<file path="src/rtl/bankregister_param.sv">
// Parametrised 2-read/1-write register bank with post-reset init sweep,
// registered reads and hardwired-zero entry 0. Define REGFILE_BYPASS_EN for write-first bypass.
module bankregister_param #(
    parameter int                DATA_W     = 32,
    parameter int                ADDR_W     = 5,
    parameter logic [DATA_W-1:0] INIT_VALUE = '0
) (
    input  logic              clk,
    input  logic              reset,
    input  logic [ADDR_W-1:0] RegLe1,
    input  logic [ADDR_W-1:0] RegLe2,
    input  logic [ADDR_W-1:0] RegEscr,
    input  logic              EscrReg,
    input  logic [DATA_W-1:0] datain,
    output logic [DATA_W-1:0] data1,
    output logic [DATA_W-1:0] data2,
    output logic              busy
);

    localparam int DEPTH = 2 ** ADDR_W;
    localparam logic [ADDR_W-1:0] LAST = ADDR_W'(DEPTH - 1);

    // state | meaning
    // INIT  | sweeping INIT_VALUE into entries 1..DEPTH-1, bank unusable
    // RUN   | normal read/write operation
    typedef enum logic {INIT, RUN} state_t;

    state_t              state_q, state_d;
    logic [ADDR_W-1:0]   ptr_q, ptr_d;
    logic                busy_q, busy_d;
    logic [DATA_W-1:0]   data1_q, data1_d;
    logic [DATA_W-1:0]   data2_q, data2_d;

    logic [DATA_W-1:0]   mem_q [DEPTH];
    logic                mem_we;
    logic [ADDR_W-1:0]   mem_waddr;
    logic [DATA_W-1:0]   mem_wdata;

    logic                user_wr;
    logic [DATA_W-1:0]   rd1, rd2;

    assign user_wr = EscrReg && (RegEscr != '0);

    // Entry 0 is never written, so reads of address 0 are forced to zero here.
    always_comb begin
        rd1 = '0;
        rd2 = '0;
        if (RegLe1 != '0) rd1 = mem_q[RegLe1];
        if (RegLe2 != '0) rd2 = mem_q[RegLe2];
`ifdef REGFILE_BYPASS_EN
        if (user_wr && (RegLe1 == RegEscr)) rd1 = datain;
        if (user_wr && (RegLe2 == RegEscr)) rd2 = datain;
`endif
    end

    always_comb begin
        state_d   = state_q;
        ptr_d     = ptr_q;
        busy_d    = busy_q;
        data1_d   = '0;
        data2_d   = '0;
        mem_we    = 1'b0;
        mem_waddr = RegEscr;
        mem_wdata = datain;
        case (state_q)
            INIT: begin
                mem_we    = 1'b1;
                mem_waddr = ptr_q;
                mem_wdata = INIT_VALUE;
                ptr_d     = ptr_q + ADDR_W'(1);
                if (ptr_q == LAST) begin
                    state_d = RUN;
                    busy_d  = 1'b0;
                end
            end
            RUN: begin
                data1_d = rd1;
                data2_d = rd2;
                mem_we  = user_wr;
            end
            default: begin
                state_d = INIT;
                busy_d  = 1'b1;
            end
        endcase
    end

    always_ff @(posedge clk) begin
        if (reset) begin
            state_q <= INIT;
            ptr_q   <= ADDR_W'(1);
            busy_q  <= 1'b1;
            data1_q <= '0;
            data2_q <= '0;
        end else begin
            state_q <= state_d;
            ptr_q   <= ptr_d;
            busy_q  <= busy_d;
            data1_q <= data1_d;
            data2_q <= data2_d;
        end
    end

    // Storage is deliberately not reset; the sweep defines every readable entry.
    always_ff @(posedge clk) begin
        if (mem_we && !reset) mem_q[mem_waddr] <= mem_wdata;
    end

    assign data1 = data1_q;
    assign data2 = data2_q;
    assign busy  = busy_q;

endmodule

</file>
<file path="config.mk">
export PLATFORM = sky130hd
export DESIGN_NAME = bankregister_param
export DESIGN_NICKNAME = d
export VERILOG_FILES = /design/src/rtl/bankregister_param.sv
export SDC_FILE = /design/constraint.sdc
export NUM_CORES = 1
export LEC_CHECK = 0
export CORE_MARGIN = 2
export CORE_UTILIZATION = 50
export CTS_BUF_LIST = sky130_fd_sc_hd__clkbuf_8
export DETAILED_ROUTE_END_ITERATION = 8
export GPL_ROUTABILITY_DRIVEN = 0
export PLACE_DENSITY = 0.63
export SLEW_MARGIN = 20
export SYNTH_ARGS = -nofsm -noshare
export SYNTH_HDL_FRONTEND = slang
export SYNTH_SLANG_ARGS = --single-unit
</file>
<file path="constraint.sdc">
create_clock -name clk -period 4.2 [get_ports clk]
set_input_delay 0.84 -clock clk [delete_from_list [all_inputs] [get_ports clk]]
set_output_delay 0.84 -clock clk [all_outputs]
set_load 0.005 [all_outputs]
</file>
Yosys cells after proc, flatten, opt, wreduce, memory -nomap -nowiden
Memory sizes are Yosys's and may differ from the RTL's. A register that Yosys moved wholly into a read port is not among the register bits.
Index checks and enable logic that the tools add are counted.
{ "word_totals": {"regBits": 7, "mem_bits_rw": 1024, "input_bits": 50, "out_inout_bits": 65, "elab_cells": 25, "n_memories": 1} }
{ "memory_table": {"columns": ["name", "words", "width", "read_ports", "rd_clocked_by_memory_dff", "write_ports", "line", "rtl"], "rows": [
  ["mem_q", 32, 32, 2, 2, 1, "34", "logic [DATA_W-1:0] mem_q [DEPTH];"]
]} }
{ "op_classes": {"addsub": 1, "eq_ne": 1, "n_mux": 7, "n_bitwise": 3, "reduce_logical": 9} }
{ "ops": {"columns": ["cell", "n"], "rows": [
  ["32-bit 2-to-1 mux", 1],
  ["5-bit nonzero test", 3],
  ["3-bit OR reduction", 2],
  ["5-bit by 1-bit adder with 5-bit output (second input constant)", 1],
  ["5-bit equality test (second input constant)", 1],
  ["5-bit 2-to-1 mux", 1],
  ["1-bit 2-to-1 mux", 4],
  ["1-bit NOT", 3],
  ["1-bit logical AND", 2],
  ["1-bit case mux with 2 select lines", 1],
  ["2-bit AND reduction", 1],
  ["1-bit logical NOT", 1]
]} }

Depth between registers and ports, before layout
{ "depth": {"depth_word": 6, "depth_mapped": 10, "depth_no_buf": 5} }

Least setup slack after synthesis
Ideal clock, no wire load.
{ "synth_path": {"path_type": "input port to flip-flop", "start": "in RegEscr[1]", "end": "mem mem_q[0][0] (enable)", "setup_time_ps": 421, "arrival_ps": 2811, "required_ps": 3779, "slack_ps": 968, "cell_stages": 4, "path_buffers": 0, "cell_sequence": "nand2b_1 > nor4b_1 > o21bai_1 > nor2_1"} }
{ "synth_via": {"elab_chain_cells": 6, "word_cells_on_any_way": 7, "classes_between": "mux (4); reduce/logical (3)"} }
{ "synth_rtl": {"columns": ["element", "line", "rtl"], "rows": [
  ["start: declaration", "12", "input logic [ADDR_W-1:0] RegEscr,"],
  ["5-bit nonzero test", "42", "assign user_wr = EscrReg && (RegEscr != '0);"],
  ["1-bit logical AND", "42", null],
  ["1-bit case mux with 2 select lines", "65", "case (state_q)"],
  ["1-bit logical AND", "106", "if (mem_we && !reset) mem_q[mem_waddr] <= mem_wdata;"],
  ["1-bit 2-to-1 mux", "106", null],
  ["1-bit 2-to-1 mux (not written as such)", "106", null],
  ["end: declaration", "34", null]
]} }
Parallel ways exist; a longest one is shown, timed or not.

Final worst setup path
{ "layout_path": {"start": "reg data1_q[14] (netlist: data1[14]) (read register of mem_q)", "end": "out data1[14]"} }
{ "layout_lines": {"columns": ["element", "line", "rtl"], "rows": [
  ["start: declaration", "31", "logic [DATA_W-1:0] data1_q, data1_d;"],
  ["end: declaration", "15", "output logic [DATA_W-1:0] data1,"]
]} }
No word-level cell between the ends.

==> results by group <==
Outcome
  • Status: complete, no violations

Clocking
  • CTS tree: yes
  • Cts bufs inserted: 180
  • Clock transition at path regs: around 0.07 ns
  • Skew-Pair Late Insertion Delay: 0.84 ns
  • CTS Buffer Depth: 3
  • CTS Hold Buffers Added: 0
  • Clk sinks: roughly 1100
  • Post-CTS Setup Inserts: 0
  • Post-cts resize count: 0
  • CTS root buf: clkbuf_8
  • # H-tree levels: 4

Worst setup path
  • Crit Reg-Reg Endpoint: mem_q[5][23]
  • Worst stage delay on the critical path: between 0.6 and 0.7 ns
  • Worst setup path start: data1[14]
  • Critical Path AT: 2.04 ns
  • Reg2reg start: state_q
  • CP Class: flip-flop to output port
  • Crit-path cells: clkdlybuf4s50_1
  • CP required: about 3.4 ns
  • Slowest-stage cell, CP: clkdlybuf4s50_1
  • CP top delay family: buffers and inverters
  • Critical path endpoint category: output port
  • Crit-path max FO: 1
  • Type of origin of the critical path: flip-flop
  • R2R setup slack: 1.43 ns
  • CP Buf/Inv Count: 1
  • WP depth: 1
  • Critical path endpoint: data1[14]
  • FF-to-FF path depth: 6

Synth
  • Number of synthesized flops with an enable pin: approximately 1000
  • Prevailing post-synth register cell: edfxtp_1
  • Yosys cell types: 45
  • Largest cells by area after synthesis: edfxtp_1 63%, mux4_2 21%, mux2i_1 5.0%
  • Async S/R FF share, synth: 0%
  • Synth top area share: between 60% and 70%
  • Synth Area per Inst: 20.26 sq um
  • Synth Cell Area: 49100 sq um
  • Synthesis Warnings: 0
  • Share of the yosys chip area belonging to registers: between 60% and 70%
  • Synth area leader: edfxtp_1
  • Syn Inst Count: 2423
  • Post-synth net total: 2475
  • Seq cells post-synth: ~1100

Drt
  • DRT Wirelength: 149.7 mm
  • Vias: 28180
  • Post-route ant nets: 0
  • WL/cell: 36.34 um
  • Initial DRC count: ~3600
  • DR pass1 iterations: 5
  • Vias per cell: slightly below 7
  • # DRC: 0

Pwr
  • Switching Fraction: 23.15%
  • Clock power frac: 40.2%
  • Internal power: 17.39 mW
  • P_sw: 5.236 mW
  • Part of the power in registers: between 50% and 60%
  • Pwr per Cell Area: ~400 nW/um^2
  • Logic pwr share: just over 7%
  • Worst vdd rail ir drop: 243.3 uV
  • Total Power: 22.62 mW
  • Leakage: 18.21 nW

Finish
  • Layout Nets: 2739
  • Layout area overhead: 14.87%
  • Layout cells sized above 1: between 30 and 40%
  • Final core utilization: 58.15%

STA
  • Final period util: 68.50%
  • Max_slew headroom: 17.85%
  • RSZ-0062 raised after global routing: false
  • Maximum clock rate: 0.3476 GHz
  • Setup Skew: around 0.030 ns
  • Final setup margin: 1.323 ns
  • Final Setup Violations: 0
  • Fin crit period: 2.877 ns
  • Final setup TNS: 0 ns
  • Hold Fails Final Rpt: 0
  • Tightest Pin Transition: 1.230 ns
  • Pins Over Slew Limit: 0

GRT
  • Initial antenna violation count: 5
  • Top Usage Layer GRT: met2
  • Vias in the first global route: 29230
  • Global-route wire length before repair: 211.7 mm
  • Met1 Resource Use GR: 42.48%
  • GR Util met2: 47.29%
  • GRT Total Usage: 30.25%
  • GRT overflow: 0
  • Largest net degree at the start of global routing: 67
  • Met3 GRT Util: 6.382%

Die
  • Die area: 100700 sq um
  • Initial Util: 50.62%
  • Height of the die: 317.4 um
  • Core box area: a little under 100000 sq um
  • Row cnt: 114
  • Die X: 317.4 um
  • Io pins: 115

Min path
  • Min-delay worst type: flip-flop to flip-flop
  • Worst hold stages: 1

Placement
  • Port Buffers: 114
  • Setup WS pre-CTS: 0.7479 ns
  • DP Wirelength: 90.64 mm

Run
  • # Max-Cap Violations: 0
[stage by stage]
step	instance area, sq um	cells	hold slack, ns
2_1_floorplan	49100	2423	0.4511
3_3_place_gp	52770	3776	0.4522
3_5_place_dp	52770	3776	0.4534
4_1_cts	56290	4113	0.4728
5_1_grt	56400	4120	0.5169
6_report	56400	4120	0.4728
[cells by family after synthesis]
logic type,Yosys count,synth area share (%)
AO/OA/AOI/OAI,245,4.284
adder cells (fa/ha/maj),2,0.05096
buffers and inverters,194,1.990
flip-flops,1095,65.52
XOR/XNOR,1,0.01784
AND/OR/NAND/NOR,168,1.774
multiplexers,718,26.36
[cell type report]
class,instances,area [sq um]
Clock buffer,199,2739
Tap cell,1276,1597
Multi-Input combinational cell,1134,16260
Antenna cell,2,5.005
Sequential cell,1095,32170
Clock inverter,138,788.3
Inverter,1,3.754
Fill cell,7207,40590
Timing Repair Buffer,275,2839
[power by group through the flow]
| stage | Sequential, mW | Combinational, mW | Clock [mW] |
|---|---|---|---|
| 3_3_place_gp | 12.1 | 1.60 | 0 |
| 3_5_place_dp | 12.1 | 1.61 | 0 |
| 6_report | 11.9 | 1.61 | 9.10 |
| 4_1_cts | 11.9 | 1.61 | 9.23 |
| 5_1_grt | 11.9 | 1.68 | 9.73 |
| 2_1_floorplan | 12.1 | 1.05 | 0 |
[state kept, by name (all words and copies together) (netlist names)]
| name | cells |
|---|---|
| state_q | 1 |
| data1 | 32 |
| mem_q | 1024 |
| busy | 1 |
| ptr_q | 5 |
| data2 | 32 |
[cell usage in the layout (no fill, tap or decap), drive strengths merged, types with 8 or more instances in the layout]
cell type      netlist  final
o22ai               28     28
edfxtp            1024   1024
nor2b               16     16
clkdlybuf4s50        0    105
a22o                42     42
nand2b               8      8
nor3                24     24
a2111oi             27     27
nor2                46     46
dfxtp               71     71
mux2i              247    247
mux2                12     12
buf                102    170
mux4               459    459
clkinv               0     56
o221ai              58     58
o22a                32     32
and2                33     33
nand2               21     21
clkbuf              91    199
inv                  1     69
a211oi              38     38
[cell usage after synthesis, drive strengths merged (21+ instances only)]
| library cell | instances |
|---|---|
| edfxtp | 1024 |
| a22o | 42 |
| a211oi | 38 |
| clkbuf | 91 |
| buf | 102 |
| mux4 | 459 |
| o221ai | 58 |
| nand2 | 21 |
| dfxtp | 71 |
| o22ai | 28 |
| nor3 | 24 |
| o22a | 32 |
| and2 | 33 |
| a2111oi | 27 |
| nor2 | 46 |
| mux2i | 247 |
[routing by layer]
metal  vias to the layer above  wire length, um
li1                      11110                -
met1                     15130            58970
met2                      1616            71040
met3                       326            14400
met4                         2             5306
met5                         -               20
[how the worst min path moves through the flow]
stage               endpoint  slack, ns  start
global route            busy       0.52   busy
CTS                     busy       0.47   busy
floorplan               busy       0.45   busy
global placement        busy       0.45   busy
detailed placement      busy       0.45   busy
finish                  busy       0.47   busy
No activity file was read; power rests on OpenSTA's default activity.
